==> config.mk <==
export PLATFORM = sky130hd
export DESIGN_NAME = vga_timing_out_flat
export DESIGN_NICKNAME = d
export VERILOG_FILES = /design/src/rtl/vga_timing_out_if.sv /design/src/rtl/vga_timing_out.sv /design/src/flat_wrapper.sv
export SDC_FILE = /design/constraint.sdc
export NUM_CORES = 1
export LEC_CHECK = 0
export ABC_CLOCK_PERIOD_IN_PS = 2000
export BUFFER_PORTS_ARGS = -buffer_cell sky130_fd_sc_hd__buf_2
export CORE_AREA = 4 4 88 66
export CTS_CLUSTER_SIZE = 16
export DETAILED_ROUTE_END_ITERATION = 12
export DIE_AREA = 0 0 92 70
export GPL_ROUTABILITY_DRIVEN = 0
export GPL_TIMING_DRIVEN = 1
export PLACE_DENSITY = 0.72
export SKIP_CTS_REPAIR_TIMING = 1
export SYNTH_ARGS = -nofsm -noshare
export SYNTH_HDL_FRONTEND = slang
export SYNTH_SLANG_ARGS = --single-unit
==> constraint.sdc <==
create_clock -name clk -period 2 [get_ports clk]
set_clock_uncertainty 0.15 [all_clocks]
set_input_delay 0.2 -clock clk [delete_from_list [all_inputs] [get_ports clk]]
set_output_delay 0.2 -clock clk [all_outputs]
set_load 0.02 [all_outputs]
==> src/rtl/vga_timing_out_if.sv <==
// vga_timing_out_if
// Pixel-side and DAC-side signals of the 640x480 raster timing/output stage.
// The master modport is the timing generator. The slave modport is its
// environment: the PPU that supplies colour, and the DAC pins as seen from
// the board.
interface vga_timing_out_if;
  logic [23:0] ppu_rgb;
  logic [9:0]  hcount;
  logic [9:0]  vcount;
  logic        frame_start;
  logic [7:0]  VGA_R;
  logic [7:0]  VGA_G;
  logic [7:0]  VGA_B;
  logic        VGA_CLK;
  logic        VGA_HS;
  logic        VGA_VS;
  logic        VGA_BLANK_n;
  logic        VGA_SYNC_n;

  modport master (
    input  ppu_rgb,
    output hcount, vcount, frame_start,
    output VGA_R, VGA_G, VGA_B, VGA_CLK,
    output VGA_HS, VGA_VS, VGA_BLANK_n, VGA_SYNC_n
  );

  modport slave (
    output ppu_rgb,
    input  hcount, vcount, frame_start,
    input  VGA_R, VGA_G, VGA_B, VGA_CLK,
    input  VGA_HS, VGA_VS, VGA_BLANK_n, VGA_SYNC_n
  );
endinterface

==> src/rtl/vga_timing_out.sv <==
// vga_timing_out
// 640x480@60 raster timing generator and DAC output stage. The design runs on
// the 50 MHz clk, and a 1-bit phase toggle gives a 25 MHz pixel tick. The
// hcount/vcount coordinates feed the PPU. Sync and blank are delayed by
// PPU_LATENCY clks so that they line up with the colour returned on ppu_rgb.
// One output register then drives the ADV7123 pins, so every pin appears
// PPU_LATENCY+1 clks after the coordinate change.
// Optional build macro: VGA_TEST_PATTERN_EN replaces the active-area colour
// with 8 vertical colour bars of 80 pixels each.
module vga_timing_out #(
  parameter int PPU_LATENCY = 2
) (
  input  logic             clk,
  input  logic             reset,
  vga_timing_out_if.master bus
);

  // Horizontal raster (pixels): active, front porch, sync, back porch.
  localparam logic [9:0] H_ACTIVE     = 10'd640;
  localparam logic [9:0] H_SYNC_START = 10'd656;
  localparam logic [9:0] H_SYNC_END   = 10'd751;
  localparam logic [9:0] H_LAST       = 10'd799;

  // Vertical raster (lines).
  localparam logic [9:0] V_ACTIVE     = 10'd480;
  localparam logic [9:0] V_SYNC_START = 10'd490;
  localparam logic [9:0] V_SYNC_END   = 10'd491;
  localparam logic [9:0] V_LAST       = 10'd524;

  // One pipeline stage of the decoded raster signals.
  typedef struct packed {
    logic       hs;
    logic       vs;
    logic       act;
`ifdef VGA_TEST_PATTERN_EN
    logic [2:0] bar;
`endif
  } stage_t;

  // Idle stage: syncs inactive (high), outside the active area.
`ifdef VGA_TEST_PATTERN_EN
  localparam stage_t STAGE_IDLE = '{hs: 1'b1, vs: 1'b1, act: 1'b0, bar: 3'd0};
`else
  localparam stage_t STAGE_IDLE = '{hs: 1'b1, vs: 1'b1, act: 1'b0};
`endif

  logic        phase;
  logic [9:0]  h_q;
  logic [9:0]  v_q;
  logic        frame_start_q;
  stage_t      raw;
  stage_t      dly;
  logic [23:0] pix_rgb;
  logic [23:0] rgb_q;
  logic        hs_q;
  logic        vs_q;
  logic        blank_n_q;
  logic        vga_clk_q;

`ifdef VGA_TEST_PATTERN_EN
  // Bar index h/80 for the active columns 0..639. Columns past 639 are
  // blanked, so the value there does not matter.
  function automatic logic [2:0] bar_index(input logic [9:0] h);
    logic [2:0] idx;
    idx = 3'd7;
    if      (h < 10'd80)  idx = 3'd0;
    else if (h < 10'd160) idx = 3'd1;
    else if (h < 10'd240) idx = 3'd2;
    else if (h < 10'd320) idx = 3'd3;
    else if (h < 10'd400) idx = 3'd4;
    else if (h < 10'd480) idx = 3'd5;
    else if (h < 10'd560) idx = 3'd6;
    return idx;
  endfunction

  // Colour bars, left to right: white, yellow, cyan, green, magenta, red,
  // blue, black.
  function automatic logic [23:0] bar_colour(input logic [2:0] idx);
    logic [23:0] c;
    case (idx)
      3'd0:    c = 24'hffffff;
      3'd1:    c = 24'hffff00;
      3'd2:    c = 24'h00ffff;
      3'd3:    c = 24'h00ff00;
      3'd4:    c = 24'hff00ff;
      3'd5:    c = 24'hff0000;
      3'd6:    c = 24'h0000ff;
      default: c = 24'h000000;
    endcase
    return c;
  endfunction
`endif

  // Pixel phase and raster counters. The counters advance on the phase==1
  // edge, and frame_start marks the edge on which they take 0/0.
  always_ff @(posedge clk) begin
    // NOTE: all state uses non-blocking assignments, so every register in
    // this edge reads the values from before the edge.
    if (!reset) begin
      phase         <= 1'b0;
      h_q           <= '0;
      v_q           <= '0;
      frame_start_q <= 1'b0;
    end else begin
      phase         <= ~phase;
      frame_start_q <= 1'b0;
      if (phase) begin
        if (h_q == H_LAST) begin
          h_q <= '0;
          if (v_q == V_LAST) begin
            v_q           <= '0;
            frame_start_q <= 1'b1;
          end else begin
            v_q <= v_q + 10'd1;
          end
        end else begin
          h_q <= h_q + 10'd1;
        end
      end
    end
  end

  // Decode raw sync, active and bar signals from the current coordinates.
  always_comb begin
    // NOTE: start from a full default so that no path leaves a field
    // unassigned and infers a latch.
    raw     = STAGE_IDLE;
    raw.hs  = !((h_q >= H_SYNC_START) && (h_q <= H_SYNC_END));
    raw.vs  = !((v_q >= V_SYNC_START) && (v_q <= V_SYNC_END));
    raw.act = (h_q < H_ACTIVE) && (v_q < V_ACTIVE);
`ifdef VGA_TEST_PATTERN_EN
    raw.bar = bar_index(h_q);
`endif
  end

  // Delay line matching the PPU pipeline depth.
  if (PPU_LATENCY == 0) begin : g_no_delay
    assign dly = raw;
  end else begin : g_delay
    stage_t pipe [PPU_LATENCY];

    // Shift the decoded stage one place per clk.
    always_ff @(posedge clk) begin
      // NOTE: every stage is reset, not just the head. Stale contents would
      // otherwise reach the sync pins for PPU_LATENCY clks after reset.
      if (!reset) begin
        for (int i = 0; i < PPU_LATENCY; i++) pipe[i] <= STAGE_IDLE;
      end else begin
        pipe[0] <= raw;
        for (int i = 1; i < PPU_LATENCY; i++) pipe[i] <= pipe[i-1];
      end
    end

    assign dly = pipe[PPU_LATENCY-1];
  end

  // Colour source for the active area.
`ifdef VGA_TEST_PATTERN_EN
  assign pix_rgb = bar_colour(dly.bar);
`else
  assign pix_rgb = bus.ppu_rgb;
`endif

  // Output register. It drives the DAC pins; colour is forced to 0 while
  // blanked. VGA_CLK is phase delayed one clk, so the DAC's rising edge falls
  // mid-pixel.
  always_ff @(posedge clk) begin
    if (!reset) begin
      rgb_q     <= '0;
      hs_q      <= 1'b1;
      vs_q      <= 1'b1;
      blank_n_q <= 1'b0;
      vga_clk_q <= 1'b0;
    end else begin
      rgb_q     <= dly.act ? pix_rgb : 24'h000000;
      hs_q      <= dly.hs;
      vs_q      <= dly.vs;
      blank_n_q <= dly.act;
      vga_clk_q <= phase;
    end
  end

  assign bus.hcount      = h_q;
  assign bus.vcount      = v_q;
  assign bus.frame_start = frame_start_q;
  assign bus.VGA_R       = rgb_q[23:16];
  assign bus.VGA_G       = rgb_q[15:8];
  assign bus.VGA_B       = rgb_q[7:0];
  assign bus.VGA_CLK     = vga_clk_q;
  assign bus.VGA_HS      = hs_q;
  assign bus.VGA_VS      = vs_q;
  assign bus.VGA_BLANK_n = blank_n_q;
  assign bus.VGA_SYNC_n  = 1'b0;

endmodule

==> src/flat_wrapper.sv <==
// flat-port wrapper written by rule: the top's interface ports become plain ports
module vga_timing_out_flat 
#(
  parameter int PPU_LATENCY = 2
)
  (clk, reset, bus_ppu_rgb, bus_hcount, bus_vcount, bus_frame_start, bus_VGA_R, bus_VGA_G, bus_VGA_B, bus_VGA_CLK, bus_VGA_HS, bus_VGA_VS, bus_VGA_BLANK_n, bus_VGA_SYNC_n);
  vga_timing_out_if bus_i ();
  input  logic clk;
  input  logic reset;
  input wire logic [$bits(bus_i.ppu_rgb)-1:0] bus_ppu_rgb;
  output wire logic [$bits(bus_i.hcount)-1:0] bus_hcount;
  output wire logic [$bits(bus_i.vcount)-1:0] bus_vcount;
  output wire logic [$bits(bus_i.frame_start)-1:0] bus_frame_start;
  output wire logic [$bits(bus_i.VGA_R)-1:0] bus_VGA_R;
  output wire logic [$bits(bus_i.VGA_G)-1:0] bus_VGA_G;
  output wire logic [$bits(bus_i.VGA_B)-1:0] bus_VGA_B;
  output wire logic [$bits(bus_i.VGA_CLK)-1:0] bus_VGA_CLK;
  output wire logic [$bits(bus_i.VGA_HS)-1:0] bus_VGA_HS;
  output wire logic [$bits(bus_i.VGA_VS)-1:0] bus_VGA_VS;
  output wire logic [$bits(bus_i.VGA_BLANK_n)-1:0] bus_VGA_BLANK_n;
  output wire logic [$bits(bus_i.VGA_SYNC_n)-1:0] bus_VGA_SYNC_n;
  assign bus_i.ppu_rgb = bus_ppu_rgb;
  assign bus_hcount = bus_i.hcount;
  assign bus_vcount = bus_i.vcount;
  assign bus_frame_start = bus_i.frame_start;
  assign bus_VGA_R = bus_i.VGA_R;
  assign bus_VGA_G = bus_i.VGA_G;
  assign bus_VGA_B = bus_i.VGA_B;
  assign bus_VGA_CLK = bus_i.VGA_CLK;
  assign bus_VGA_HS = bus_i.VGA_HS;
  assign bus_VGA_VS = bus_i.VGA_VS;
  assign bus_VGA_BLANK_n = bus_i.VGA_BLANK_n;
  assign bus_VGA_SYNC_n = bus_i.VGA_SYNC_n;
  vga_timing_out #(.PPU_LATENCY(PPU_LATENCY)) u_core (.clk(clk), .reset(reset), .bus(bus_i));
endmodule
# After elaboration in Yosys (flattened, before gate mapping)
# Memories as Yosys holds them, arrays and structs flattened.
# Index checks and enable logic that the tools add are counted.
# word_totals
mem_count	1
ram_bits	6
inputBits	26
output_inout_bits	50
word_cells	38
ff_bits	50
# op_classes
n_addsub	2
mux	7
eq_ne	2
n_bitwise	3
n_reduce_logical	8
n_lt_le_gt_ge	6
# memory_table
name	words	word_bits	rd	rd_ports_with_merged_regs	wr	line	source
u_core.g_delay.pipe	2	3	2	0	2	vga_timing_out.sv:140	stage_t pipe [PPU_LATENCY];
# ops
cell	count
adder 10 x 1 -> 10 bit (second input constant)	2
equality test 10 bit (second input constant)	2
2-to-1 mux 10 bit	2
greater-or-equal comparator 10 bit (second input constant)	1
greater-or-equal comparator 10 x 9 -> 1 bit (second input constant)	1
less-or-equal comparator 10 bit (second input constant)	1
less-or-equal comparator 10 x 9 -> 1 bit (second input constant)	1
less-than comparator 10 bit (second input constant)	1
less-than comparator 10 x 9 -> 1 bit (second input constant)	1
2-to-1 mux 3 bit	2
AND reduction 2 bit	2
logical AND 1 bit	3
2-to-1 mux 1 bit	3
AND reduction 3 bit	1
zero test 1 bit	2
bitwise OR 1 bit	2
NOT 1 bit	1

# Logic depth before layout (Yosys ltp)
# depth
word_depth	4
ltp_mapped	6
mapped_depth_nobuf	6

# Worst setup path after synthesis
# Ideal clock, no wire load.
# synth_path
path_kind	flip-flop to flip-flop
from	register u_core.h_q[0], in the netlist u_core.bus.hcount[0]
to	register u_core.v_q[7], in the netlist u_core.bus.vcount[7]
n_path_buf	1
setup_slack_ns	-0.050
t_arrival_ns	1.830
t_required_ns	1.780
path_stages_with_launch	7
period_less_slack_ns	2.050
setup_time_ns	0.070
cell_sequence	dfxtp_1 -> ha_1 -> and4_2 -> nand4b_4 -> buf_6 -> or4b_1 -> a21oi_1
# synth_between
elab_chain_len	2
# synth_rtl
element	line	source
from (decl)	vga_timing_out.sv:48	logic [9:0] h_q;
from (signal assigned)	vga_timing_out.sv:117	h_q <= h_q + 10'd1;
equality test 10 bit	vga_timing_out.sv:108	if (h_q == H_LAST) begin
AND reduction 2 bit (no line)	-	
to (signal assigned)	vga_timing_out.sv:114	v_q <= v_q + 10'd1;
to (decl)	vga_timing_out.sv:49	logic [9:0] v_q;
# Every way passes these cells.
# A chain may end at the register's enable or synchronous reset.

# Worst setup path in the final report
# layout_path
from	register u_core.v_q[1], in the netlist u_core.bus.vcount[1]
to	register u_core.v_q[6], in the netlist u_core.bus.vcount[6]
# layout_between
elab_chain_len	2
elab_cells_between_ends	3
cone_classes	1 x add/sub; 1 x eq/ne; 1 x mux
# layout_rtl
element	line	source
adder 10 x 1 -> 10 bit / equality test 10 bit (equally long branches)	vga_timing_out.sv:114, vga_timing_out.sv:110	
2-to-1 mux 10 bit (*)	vga_timing_out.sv:110	if (v_q == V_LAST) begin
# Every way passes the cells marked *; elsewhere a longest branch is shown, timed or not.

==> results list <==
- The finished layout holds 386 standard cells, fillers aside.
- In the final design database the tool counted 344 nets.
- Worst supply voltage drop on vdd: 0.389 mV
- Counting flops and latches in the post-synthesis netlist gives 56.
- The path with the worst hold slack has its endpoint at u_core.bus.VGA_CLK.
- Mean instance size in the synthesized netlist: 10.1 sq um
- Overall via count from detail_route: 1773
- For this run, the number of Yosys warnings is 0.
- The library cell used most frequently in the layout, excluding fill and tap cells, is buf_2.
- STA classifies the critical path endpoint as a flop.
- The tool flagged a number of max-cap violations equal to 0.
- Number of detailed-route iterations in the first pass: 4
- Global Route Usage Sum: 0.140
- The total count of max-transition violations in the final report is 0.
- Arrival time at the worst endpoint: 1990 ps
- Entering global routing, the biggest net connects 32 pins.
- Synthesis handed over a netlist of 204 instances.
* CP max stage delay: 520 ps
* Hold Worst Slack: 112 ps
- Largest cells by area after synthesis: dfxtp_1, and3_1, ha_1
* Via density: 4.59
- Static leakage power: 1.45 nW
- TritonCTS Buffers: 5
* Async set-reset flop share out of synthesis: 0
- The number of hold violations in the final report was 0.
- The analysis attributes to net switching a power of 0.466 mW.
* Post-Syn Area: 0.00207 sq mm
* Type of the most critical hold path: in2reg
* Outcome: complete, no violations
- Post-route worst setup slack: 99.7 ps
- Initial antenna violation count: 0
* Clk pwr share: 0.329
* Worst Hold Depth: 2
- The detail route stage leaves a number of antenna-violating nets equal to 0.
- By startpoint and endpoint, the worst setup path is classified as reg2reg.
- The number of buffers and inverters on the critical path is 0.
- Destination of the worst register-to-register timing path: u_core.bus.vcount[6]
* Synth-to-Final Area Change: 41.0%
- Htree depth: 2
- Max Clk Rate: 0.526 GHz
- Worst Hold Launch: reset
* Fin crit period: 1900 ps
- In the synthesized netlist the dominant register cell turns out to be dfxtp_1.
* Post-Place Cells: 352
- DPL Wire Length: 3.33 mm
- Measured along the x axis, the die boundary spans 92 um.
- Final Cycle Share: 0.950
* Distinct cells, synth: 35
- Number of remaining DRC errors: 0
- Iteration-0 DRC count of the detailed router: 92
- Final std cell area, no fill: 0.00292 sq mm
- The tree built by TritonCTS fans out to 56 sinks.
- Highest-delay cell along the critical path: or4b_1
- Cell-by-cell listing of the critical path: ha_1 -> and3_1 -> nand4b_4 -> or4b_1 -> a21oi_1
- The floorplan step defined a die boundary enclosing 0.00644 sq mm.
* Synth top area share: 0.542
* Wire length of the first global-routing pass: 7.51 mm
* Placed Instance Area: 0.00256 sq mm
* Startpoint Class: flop
- Max Root-Sink Buffers: 2
- Net Count, Synth: 235
- Via count of the first global-routing pass: 1575
* Data required time at the worst endpoint: 2090 ps
- Core Rows: 22
* Logic depth of the worst register-to-register path: 5
* Setup repair after global routing missed its margin: no
- Fraction of power spent switching nets: 0.241
* Final-layout fill cell count: 441
- The synthesized design spends more area on one cell type than any other, namely dfxtp_1.
- After detailed routing, the average wire length per cell comes to 13.1 um.
- Clk root buf: clkbuf_8
* Internal power: 1.47 mW
* TritonCTS clock tree: done
- Worst-path clk slew: 110 ps
- Of all nets on the critical path, the largest fanout is 7.
- Post-synth EDFFs: 0
* Kind of cell adding the most delay to the critical path: simple AND/OR/NAND/NOR gates
- Measured against its own limit, the worst slew margin works out to 0.577.
* Startpoint of the worst-slack reg-to-reg timing path: u_core.bus.vcount[1]
- Share of post-route cells with drive strength above 1: 0.338
- Minimum setup slack among reg-to-reg paths: 100 ps
- In the layout the commonest cells are buf_2, dfxtp_1, and3_1.
- For this block, the routed nets add up to 5.05 mm of wire.
* Starting utilization of the core area: 0.413
* Placement-stage worst setup slack: 75.6 ps
- Count of buffers from port buffering: 74
- Fraction of power consumed by sequential logic: 0.595
- For this design the top-level I/O count stands at 76.
- The die is 70 um tall.
* Antenna diodes: 0
* Power density over cell area: 664 mW/mm^2
- Of the total power, combinational logic draws 0.075.
- For this run, the register share of the synthesized area comes to 0.542.
- In the final timing run, aggregate negative setup slack is 0 ps.
- Slew @ Worst Pin: 634 ps
- Clock latency on the worst-skew pair: 300 ps
- Sum of overflow across all layers after global routing: 0
- Setup violations remaining at the end of the flow were counted as 0.
- Placeable core area: 0.00501 sq mm
## layer usage
| layer | global-route usage | wire length (um) | share of wire |
|---|---|---|---|
| met5 | 0 | 0 | 0 |
| met4 | 0.0247 | 15 | 0.0030 |
| met3 | 0.0452 | 352 | 0.070 |
| met2 | 0.214 | 2240 | 0.44 |
| met1 | 0.194 | 2440 | 0.48 |
## power by group through the flow
| stage | clock network, mW | logic [mW] | registers [mW] |
|---|---|---|---|
| after floorplan | 0 | 0.0354 | 1.20 |
| after global placement | 0 | 0.107 | 1.18 |
| after detailed placement | 0 | 0.108 | 1.18 |
| after CTS | 0.656 | 0.109 | 1.15 |
| after global routing | 0.703 | 0.159 | 1.16 |
| final | 0.637 | 0.146 | 1.15 |
## sequential cells by signal, indices dropped and copies added, names as in the netlist
name	flops
u_core.rgb_q	24
u_core.bus.hcount	10
u_core.bus.vcount	10
u_core.g_delay.pipe	6
u_core.bus.VGA_BLANK_n	1
u_core.bus.VGA_CLK	1
u_core.bus.VGA_HS	1
u_core.bus.VGA_VS	1
u_core.bus.frame_start	1
u_core.phase	1
## kinds of logic after synthesis
group | share of synthesized area
and+or+nand+nor | 0.287
DFF | 0.542
AOI/OAI and AO/OA | 0.0563
buffers and inverters | 0.0399
xor gates and xnor gates | 0.0424
adders and majority gates | 0.0303
other | 0.00181
## final cells by class
class	instances	area, sq um	area share
inverter	6	22.5	0.00773
clock inverter	3	25.0	0.00858
multi-input combinational	132	870	0.298
sequential	56	1120	0.385
timing repair buffer	112	716	0.245
clock buffer	5	68.8	0.0236
tap	72	90.1	0.0309
## how the worst max path moves through the flow
| stage | start | end | slack [ps] | cells past startpoint |
|---|---|---|---|---|
| after detailed placement | u_core.bus.hcount[0] | u_core.bus.vcount[9] | 80 | 5 |
| after floorplan | u_core.bus.hcount[0] | u_core.bus.vcount[7] | 60 | 6 |
| after global placement | u_core.bus.hcount[0] | u_core.bus.vcount[5] | 120 | 5 |
| after CTS | u_core.bus.hcount[0] | u_core.bus.vcount[9] | 50 | 5 |
| final | u_core.bus.vcount[1] | u_core.bus.vcount[6] | 100 | 5 |
| after global routing | u_core.bus.hcount[0] | u_core.bus.vcount[9] | 30 | 5 |
## Yosys cell counts (2+ instances only)
cell      number
nand4_1        6
xor2_1         5
clkbuf_1       6
nand3_1        8
a21oi_1        8
or3_1          2
or4_1          2
inv_1          6
xnor2_1        5
o21ai_0        4
nand2_1       12
and3_1        26
o31ai_1        2
and2_1         3
nor2_1        16
buf_6          2
ha_1           5
buf_4          2
nor3_1         5
nand4b_4       2
nand2b_1       5
o41ai_1        2
dfxtp_1       56
or4b_1         3
## stage by stage
stage | total power [mW] | utilization
2_1_floorplan | 1.23 | -
3_3_place_gp | 1.28 | 0.511
3_5_place_dp | 1.29 | 0.511
4_1_cts | 1.92 | 0.530
5_1_grt | 2.02 | 0.582
6_report | 1.93 | 0.582
Power figures use the tool's default switching activity.
